[src/rtl/seq_frame_pkg.sv]
// seq_frame_pkg: frame states, default sync pattern and counter sizing shared by both link ends
package seq_frame_pkg;
  typedef enum logic [1:0] {S_IDLE = 2'd0, S_SYNC = 2'd1, S_DATA = 2'd2, S_GAP = 2'd3} state_t;
  localparam int SYNC_W_DEF = 4;
  localparam logic [SYNC_W_DEF-1:0] SYNC_DEF = 4'b1101;
  function automatic int cnt_w(input int a, input int b, input int c);
    int m;
    m = 2;
    if (a > m) m = a;
    if (b > m) m = b;
    if (c > m) m = c;
    return $clog2(m);
  endfunction
endpackage

[src/rtl/seq_frame_bitcnt.sv]
// seq_frame_bitcnt: loadable down-counter with enable and terminal-count flag; ports clk, rst, load, load_val, en -> cnt, tc
module seq_frame_bitcnt #(
  parameter int W = 3
) (
  input  logic         clk,
  input  logic         rst,
  input  logic         load,
  input  logic [W-1:0] load_val,
  input  logic         en,
  output logic [W-1:0] cnt,
  output logic         tc
);
  always_ff @(posedge clk or posedge rst)
    if (rst) cnt <= '0;
    else if (load) cnt <= load_val;
    else if (en && cnt != '0) cnt <= cnt - 1'b1;
  assign tc = cnt == '0;
endmodule

[src/rtl/seq_frame_tx.sv]
// seq_frame_tx: serializes a payload MSB-first behind a sync pattern; ports clk, rst, din/din_valid/din_ready, bit_en -> sout, busy, done
module seq_frame_tx
  import seq_frame_pkg::*;
#(
  parameter int                DATA_W   = 8,
  parameter int                SYNC_W   = SYNC_W_DEF,
  parameter logic [SYNC_W-1:0] SYNC     = SYNC_DEF,
  parameter int                GAP_BITS = 1
) (
  input  logic              clk,
  input  logic              rst,
  input  logic [DATA_W-1:0] din,
  input  logic              din_valid,
  output logic              din_ready,
  input  logic              bit_en,
  output logic              sout,
  output logic              busy,
  output logic              done
);
  localparam int CW = cnt_w(SYNC_W, DATA_W, GAP_BITS);
  localparam int FW = SYNC_W + DATA_W;
  localparam logic [CW-1:0] LD_SYNC = CW'(SYNC_W - 1);
  localparam logic [CW-1:0] LD_DATA = CW'(DATA_W - 1);
  localparam logic [CW-1:0] LD_GAP = CW'(GAP_BITS > 0 ? GAP_BITS - 1 : 0);
  state_t state;
  logic [FW-1:0] sh;
  logic [CW-1:0] cnt;
  logic tc, load;
  logic [CW-1:0] load_val;
  // sync and payload share one shift register; its MSB is always the next bit to emit
  always_comb begin
    load = (state == S_IDLE && din_valid) || (bit_en && tc && (state == S_SYNC || state == S_DATA));
    load_val = state == S_IDLE ? LD_SYNC : state == S_SYNC ? LD_DATA : LD_GAP;
  end
  seq_frame_bitcnt #(.W(CW)) u_cnt (
    .clk(clk), .rst(rst), .load(load), .load_val(load_val), .en(bit_en), .cnt(cnt), .tc(tc)
  );
  always_ff @(posedge clk or posedge rst)
    if (rst) begin
      state <= S_IDLE;
      sh <= '0;
      sout <= 1'b0;
      done <= 1'b0;
    end else begin
      done <= 1'b0;
      case (state)
        S_IDLE:
          if (din_valid) begin
            sh <= {SYNC, din} << 1;
            sout <= SYNC[SYNC_W-1];
            state <= S_SYNC;
          end
        S_SYNC, S_DATA:
          if (bit_en) begin
            sout <= (tc && state == S_DATA) ? 1'b0 : sh[FW-1];
            sh <= sh << 1;
            if (tc) begin
              state <= state == S_SYNC ? S_DATA : (GAP_BITS > 0 ? S_GAP : S_IDLE);
              done <= state == S_DATA;
            end
          end
        default: if (bit_en && tc) state <= S_IDLE;
      endcase
    end
  assign din_ready = state == S_IDLE;
  assign busy = !din_ready;
endmodule

[config.mk]
export PLATFORM = sky130hd
export DESIGN_NAME = seq_frame_tx
export DESIGN_NICKNAME = d
export VERILOG_FILES = /design/src/rtl/seq_frame_pkg.sv /design/src/rtl/seq_frame_bitcnt.sv /design/src/rtl/seq_frame_tx.sv
export SDC_FILE = /design/constraint.sdc
export NUM_CORES = 1
export LEC_CHECK = 0
export ABC_AREA = 1
export CORE_MARGIN = 10
export CORE_UTILIZATION = 59
export CTS_BUF_LIST = sky130_fd_sc_hd__clkbuf_2
export CTS_CLUSTER_DIAMETER = 40
export DETAILED_ROUTE_END_ITERATION = 10
export PLACE_DENSITY = 0.87
export SYNTH_ARGS = -nofsm -noshare
export SYNTH_HDL_FRONTEND = slang
export SYNTH_SLANG_ARGS = --single-unit
[constraint.sdc]
create_clock -name clk -period 2.8 [get_ports clk]
set_clock_uncertainty 0.15 [all_clocks]
set_input_delay 0.7 -clock clk [delete_from_list [all_inputs] [get_ports clk]]
set_output_delay 0.7 -clock clk [all_outputs]
set_load 0.01 [all_outputs]
==> impl_metrics.json, run 1 <==
{
  "status": "completed",
  "reg2reg_depth": 8,
  "cp-end-kind": "primary output",
  "cp_slowest_stage_delay_ps": 570,
  "drt_iter0_markers": 23,
  "finalMaxSlewViolations": 0,
  "final_common_cell": "nand2_1",
  "ys_types": 19,
  "period_share_pct": 95.1,
  "viasPerCell": 5.27,
  "finalHoldViolCount": 0,
  "placed_area_um2": 1170,
  "required_ps": 1950,
  "antenna_found_initial": 0,
  "final_cells": 168,
  "dp_slack_ps": 512,
  "first_pass_iters": 4,
  "fin_nets": 170,
  "synth_area_um2": 1030,
  "syn_avg_cell_area_um2": 7.60,
  "dpl.cell_count": 164,
  "cts_setup_buffers": 0,
  "cts_buffer_depth": 2,
  "mostFrequentLayoutCells": "nand2_1, dfrtp_1, clkdlybuf4s50_1",
  "drive_gt1_share_pct": 5.96,
  "grt_max_degree": 19,
  "wl_met2_um": 999,
  "cts.clk_slew.worst_paths_ps": 170,
  "drc": 0,
  "wl_met3_um": 64,
  "power_density_nw_per_um2": 1230,
  "cp.arrival_ps": 1810,
  "die_w_um": 61.9,
  "syn_inst": 136,
  "ys_seq_area_share_pct": 43.6,
  "row_count": 15,
  "cts-buffers-inserted": 3,
  "ir_drop_v": 0.000886,
  "die_h_um": 61.9,
  "cp_slowest_cell": "clkdlybuf4s50_1",
  "cp_common_cell": "inv_1",
  "hold_depth": 2,
  "vias": 885,
  "port_buffers": 15,
  "routed_wl_mm": 2.00,
  "yosysWarningCount": 0,
  "syn2layout_area_growth_pct": 15.0,
  "dp_hpwl_mm": 1.55,
  "critPathBufInv": 3,
  "h-tree-depth": 1,
  "crit_family": "buffers and inverters",
  "leakage_nw": 0.653,
  "hold_class": "reg -> reg",
  "maxCapViolCount": 0,
  "finalCriticalPeriod_ps": 2660,
  "synthArstFlopShare_pct": 100,
  "diodes": 0,
  "grt.overflow.total": 0,
  "drtAntennaViolNets": 0,
  "tritoncts": "yes",
  "fin_ws_ps": 138,
  "cts.repair.resized": 0,
  "total_power_mw": 1.47,
  "cts_num_sinks": 18,
  "top_layer": "met4",
  "grt_pass1_wl_mm": 3.39,
  "ys_seq_elements": 18,
  "cts_root_buf": "clkbuf_2",
  "worst_pin_slew_ps": 687,
  "ctsHoldBuffers": 0,
  "wire_per_inst_um": 11.9,
  "crit_cells": 4,
  "synth_edf_count": 0,
  "core_um2": 1690,
  "fmaxAchievable_mhz": 376,
  "rsz0062_at_grt": "false",
  "syn_nets": 154,
  "gp_congestion": 0.720,
  "path_cells": "inv_1 > ha_1 > inv_1 > clkdlybuf4s50_1",
  "path_max_fanout": 6,
  "grt_pass1_vias": 803,
  "grt_use_total_pct": 11.5,
  "slew_headroom_pct": 54.2,
  "wl_met1_um": 907,
  "fin_area_um2": 1190,
  "synth_ff_type": "dfrtp_1",
  "report.final.setup_viol": 0,
  "io_pins": 16,
  "cp-start-kind": "flop",
  "design.die.area_um2": 3830,
  "initial_core_util_pct": 61.2,
  "path_class": "reg -> out",
  "clk_latency_ps": 300,
  "setup_tns_ps": 0
}
-- power by group --
group | switching [mW] | total [mW] | internal [mW]
combinational | 0.580 | 0.901 | 0.321
sequential | 0.0678 | 0.454 | 0.386
clock | 0.0790 | 0.110 | 0.0311
total | 0.727 | 1.47 | 0.739
-- synth_stat cells (all sizes together) (2+ instances only) --
cell / instances / share of area (%)
buf: 4 / 3.4
nand4: 2 / 2.7
ha: 6 / 7.3
nand2: 69 / 25
o21ai: 8 / 4.2
nand3: 7 / 3.4
nor2: 2 / 0.73
inv: 15 / 5.4
dfrtp: 18 / 44
a21oi: 2 / 2.1
-- state kept, by name, indices dropped and copies added, names as in the netlist --
name and flops:
u_cnt.cnt 3, sh 11, sout 1, done 1, state 2
-- worst register-to-register path, cell delays in order, from the launching register on --
cell	delay [ps]
dfrtp_1	430
inv_1	90
ha_1	480
inv_2	290
o21ai_2	100
a21oi_4	310
inv_2	180
nand2_1	90
nand2_1	60
-- metal layers --
layer  up-vias  global-route usage, %
met3         5                   2.24
met4         0                   3.82
met2        16                   20.4
met1       420                   13.6
met5         -                      0
li1        444                      -
-- stage by stage --
| stage | hold WS (ps) | util, % |
|---|---|---|
| 6_report | 347 | 70.4 |
| 5_1_grt | 374 | 70.4 |
| 4_1_cts | 347 | 70.4 |
| 3_5_place_dp | 309 | 69.3 |
| 3_3_place_gp | 301 | 69.3 |
| 2_1_floorplan | 286 | - |
-- kinds of logic (layout without fill, tap and decap cells) --
logic type / Yosys count / in the layout / synth area share [%]
simple gates: 81 / 81 / 32.4
xor+xnor: 1 / 1 / 0.848
fa+ha+maj: 6 / 6 / 7.26
flops: 18 / 18 / 43.6
compound gates: 11 / 11 / 7.02
buf+inv: 19 / 34 / 8.84
-- worst paths after layout --
path                            slack (ps)  endpoint      from
worst max-delay path                   140      busy  state[0]
worst min-delay path                   350     sh[2]     sh[2]
worst max register to register         520     sh[8]  state[0]
worst min register to register         350     sh[2]     sh[2]
max in group asynchronous             1440     sh[8]       rst
min in group asynchronous              620      sout       rst
-- final cells by class --
cell class	instances	area (um^2)
flip-flops and latches	18	450
inverters	15	56.3
well taps	17	21.3
fillers	140	500
clock buffers	3	15.0
clock inverters	1	3.75
multi-input cells	99	492
repair buffers	15	150
No activity file was read; power rests on OpenSTA's default activity.
==> inputs of run 2 (changes only) <==
CORE_MARGIN = unset   (was 10)
CORE_UTILIZATION = 56   (was 59)
CTS_BUF_LIST = unset   (was sky130_fd_sc_hd__clkbuf_2)
PLACE_DENSITY = 0.84   (was 0.87)
==> impl_metrics.json, run 2 (same netlist as run 1, synthesis figures left out) <==
{
  "cp.arrival_ps": 1740,
  "cts.repair.resized": 0,
  "power_density_nw_per_um2": 1230,
  "top_layer": "met4",
  "vias": 859,
  "cts_root_buf": "clkbuf_4",
  "row_count": 15,
  "maxCapViolCount": 0,
  "p_int_mw": 0.758,
  "regMostFlops": "sh",
  "grt_use_total_pct": 22.6,
  "wl_met2_um": 942,
  "rsz0062_at_grt": "false",
  "hold_class": "reg -> reg",
  "drt_iter0_markers": 41,
  "fin_nets": 170,
  "cp-start-kind": "flop",
  "cts.clk_slew.worst_paths_ps": 100,
  "drive_gt1_share_pct": 6.00,
  "cts_setup_buffers": 0,
  "cts_buffer_depth": 2,
  "finalCriticalPeriod_ps": 2590,
  "design.die.area_um2": 2020,
  "ctsHoldBuffers": 0,
  "wire_per_inst_um": 10.9,
  "grt_pass1_vias": 811,
  "cts_num_sinks": 18,
  "first_pass_iters": 4,
  "fin_area_um2": 1200,
  "report.final.setup_viol": 0,
  "n_fill_cell": 151,
  "grt_max_degree": 19,
  "antenna_found_initial": 0,
  "p_seq_share_pct": 30.6,
  "cp_common_cell": "inv_1",
  "grt_pass1_wl_mm": 3.30,
  "share_comb_of_total_power_pct": 60.8,
  "dp_hpwl_mm": 1.46,
  "largest_reg_flops": 11,
  "leakage_nw": 0.652,
  "clk_latency_ps": 290,
  "period_share_pct": 92.6,
  "slew_headroom_pct": 54.9,
  "finalMaxSlewViolations": 0,
  "p_switching_mw": 0.726,
  "path_class": "reg -> out",
  "drc": 0,
  "wl_met3_um": 60,
  "ir_drop_v": 0.000746,
  "mostFrequentLayoutCells": "nand2_1, dfrtp_1, clkdlybuf4s50_1",
  "viasPerCell": 4.91,
  "initial_core_util_pct": 59.9,
  "r2r_setup_slack_ps": 600,
  "routed_wl_mm": 1.91,
  "status": "completed",
  "wl_met1_um": 884,
  "die_h_um": 45.0,
  "required_ps": 1950,
  "setup_tns_ps": 0,
  "worst_pin_slew_ps": 676,
  "fmaxAchievable_mhz": 386,
  "gp_congestion": 0.848,
  "cp-end-kind": "primary output",
  "cp_slowest_cell": "clkdlybuf4s50_1",
  "power_frac_clock_pct": 8.6,
  "syn2layout_area_growth_pct": 16.3,
  "diodes": 0,
  "die_w_um": 45.0,
  "path_cells": "inv_1 > ha_1 > inv_1 > clkdlybuf4s50_1",
  "port_buffers": 15,
  "placed_area_um2": 1180,
  "grt.overflow.total": 0,
  "h-tree-depth": 1,
  "final_common_cell": "nand2_1",
  "switching_share_pct": 48.9,
  "cts-buffers-inserted": 3,
  "top_regs": "sh x11, u_cnt.cnt x3, state x2",
  "finalHoldViolCount": 0,
  "drtAntennaViolNets": 0,
  "tritoncts": "yes",
  "io_pins": 16,
  "core_um2": 1730,
  "path_max_fanout": 6,
  "cp_slowest_stage_delay_ps": 550
}
[run 2: routing by layer]
metal  up-vias  track usage, %
li1        444               -
met1       394            29.1
met2        18            37.7
met3         3            2.80
met4         0            10.9
met5         -               0
[run 2: cell type report]
type                    instances  area, um^2  share of cell area [%]
repair buffers                 15         150                    12.5
flip-flops and latches         18         450                    37.5
clock buffers                   3        22.5                    1.87
inverters                      15        56.3                    4.68
multi-input cells              99         492                    40.9
well taps                      25        31.3                    2.60
[run 2: stage by stage]
step | util, % | worst slack, ps | total power [mW] | hold WS (ps) | instances
floorplan | - | 1070 | 1.21 | 286 | 136
global placement | 68.3 | 529 | 1.32 | 307 | 172
detailed placement | 68.3 | 517 | 1.36 | 318 | 172
CTS | 69.6 | 204 | 1.49 | 341 | 175
global route | 69.6 | 124 | 1.64 | 358 | 175
finish | 69.6 | 207 | 1.48 | 336 | 175
[run 2: power groups by stage]
stage               registers, mW  logic, mW  clock network (mW)
global placement            0.453      0.868                   0
detailed placement          0.459      0.905                   0
finish                      0.454      0.902               0.127
CTS                         0.453      0.909               0.127
floorplan                   0.444      0.764                   0
global route                0.469       1.04               0.135
[run 2: path summary, 6_finish.rpt]
path,cells after the start,startpoint,to
worst max-delay path,4,state[0],busy
worst min-delay path,2,sh[3],sh[3]
worst max register to register,8,state[0],sh[8]
worst min register to register,2,sh[3],sh[3]
max in group asynchronous,2,rst,state[0]
min in group asynchronous,2,rst,u_cnt.cnt[0]
[run 2: critical path: cells and delay by family (launching register included)]
family,cells,cell delay (ps)
adder cells (fa/ha/maj),1,270
flip-flops,1,390
buffers and inverters,3,790
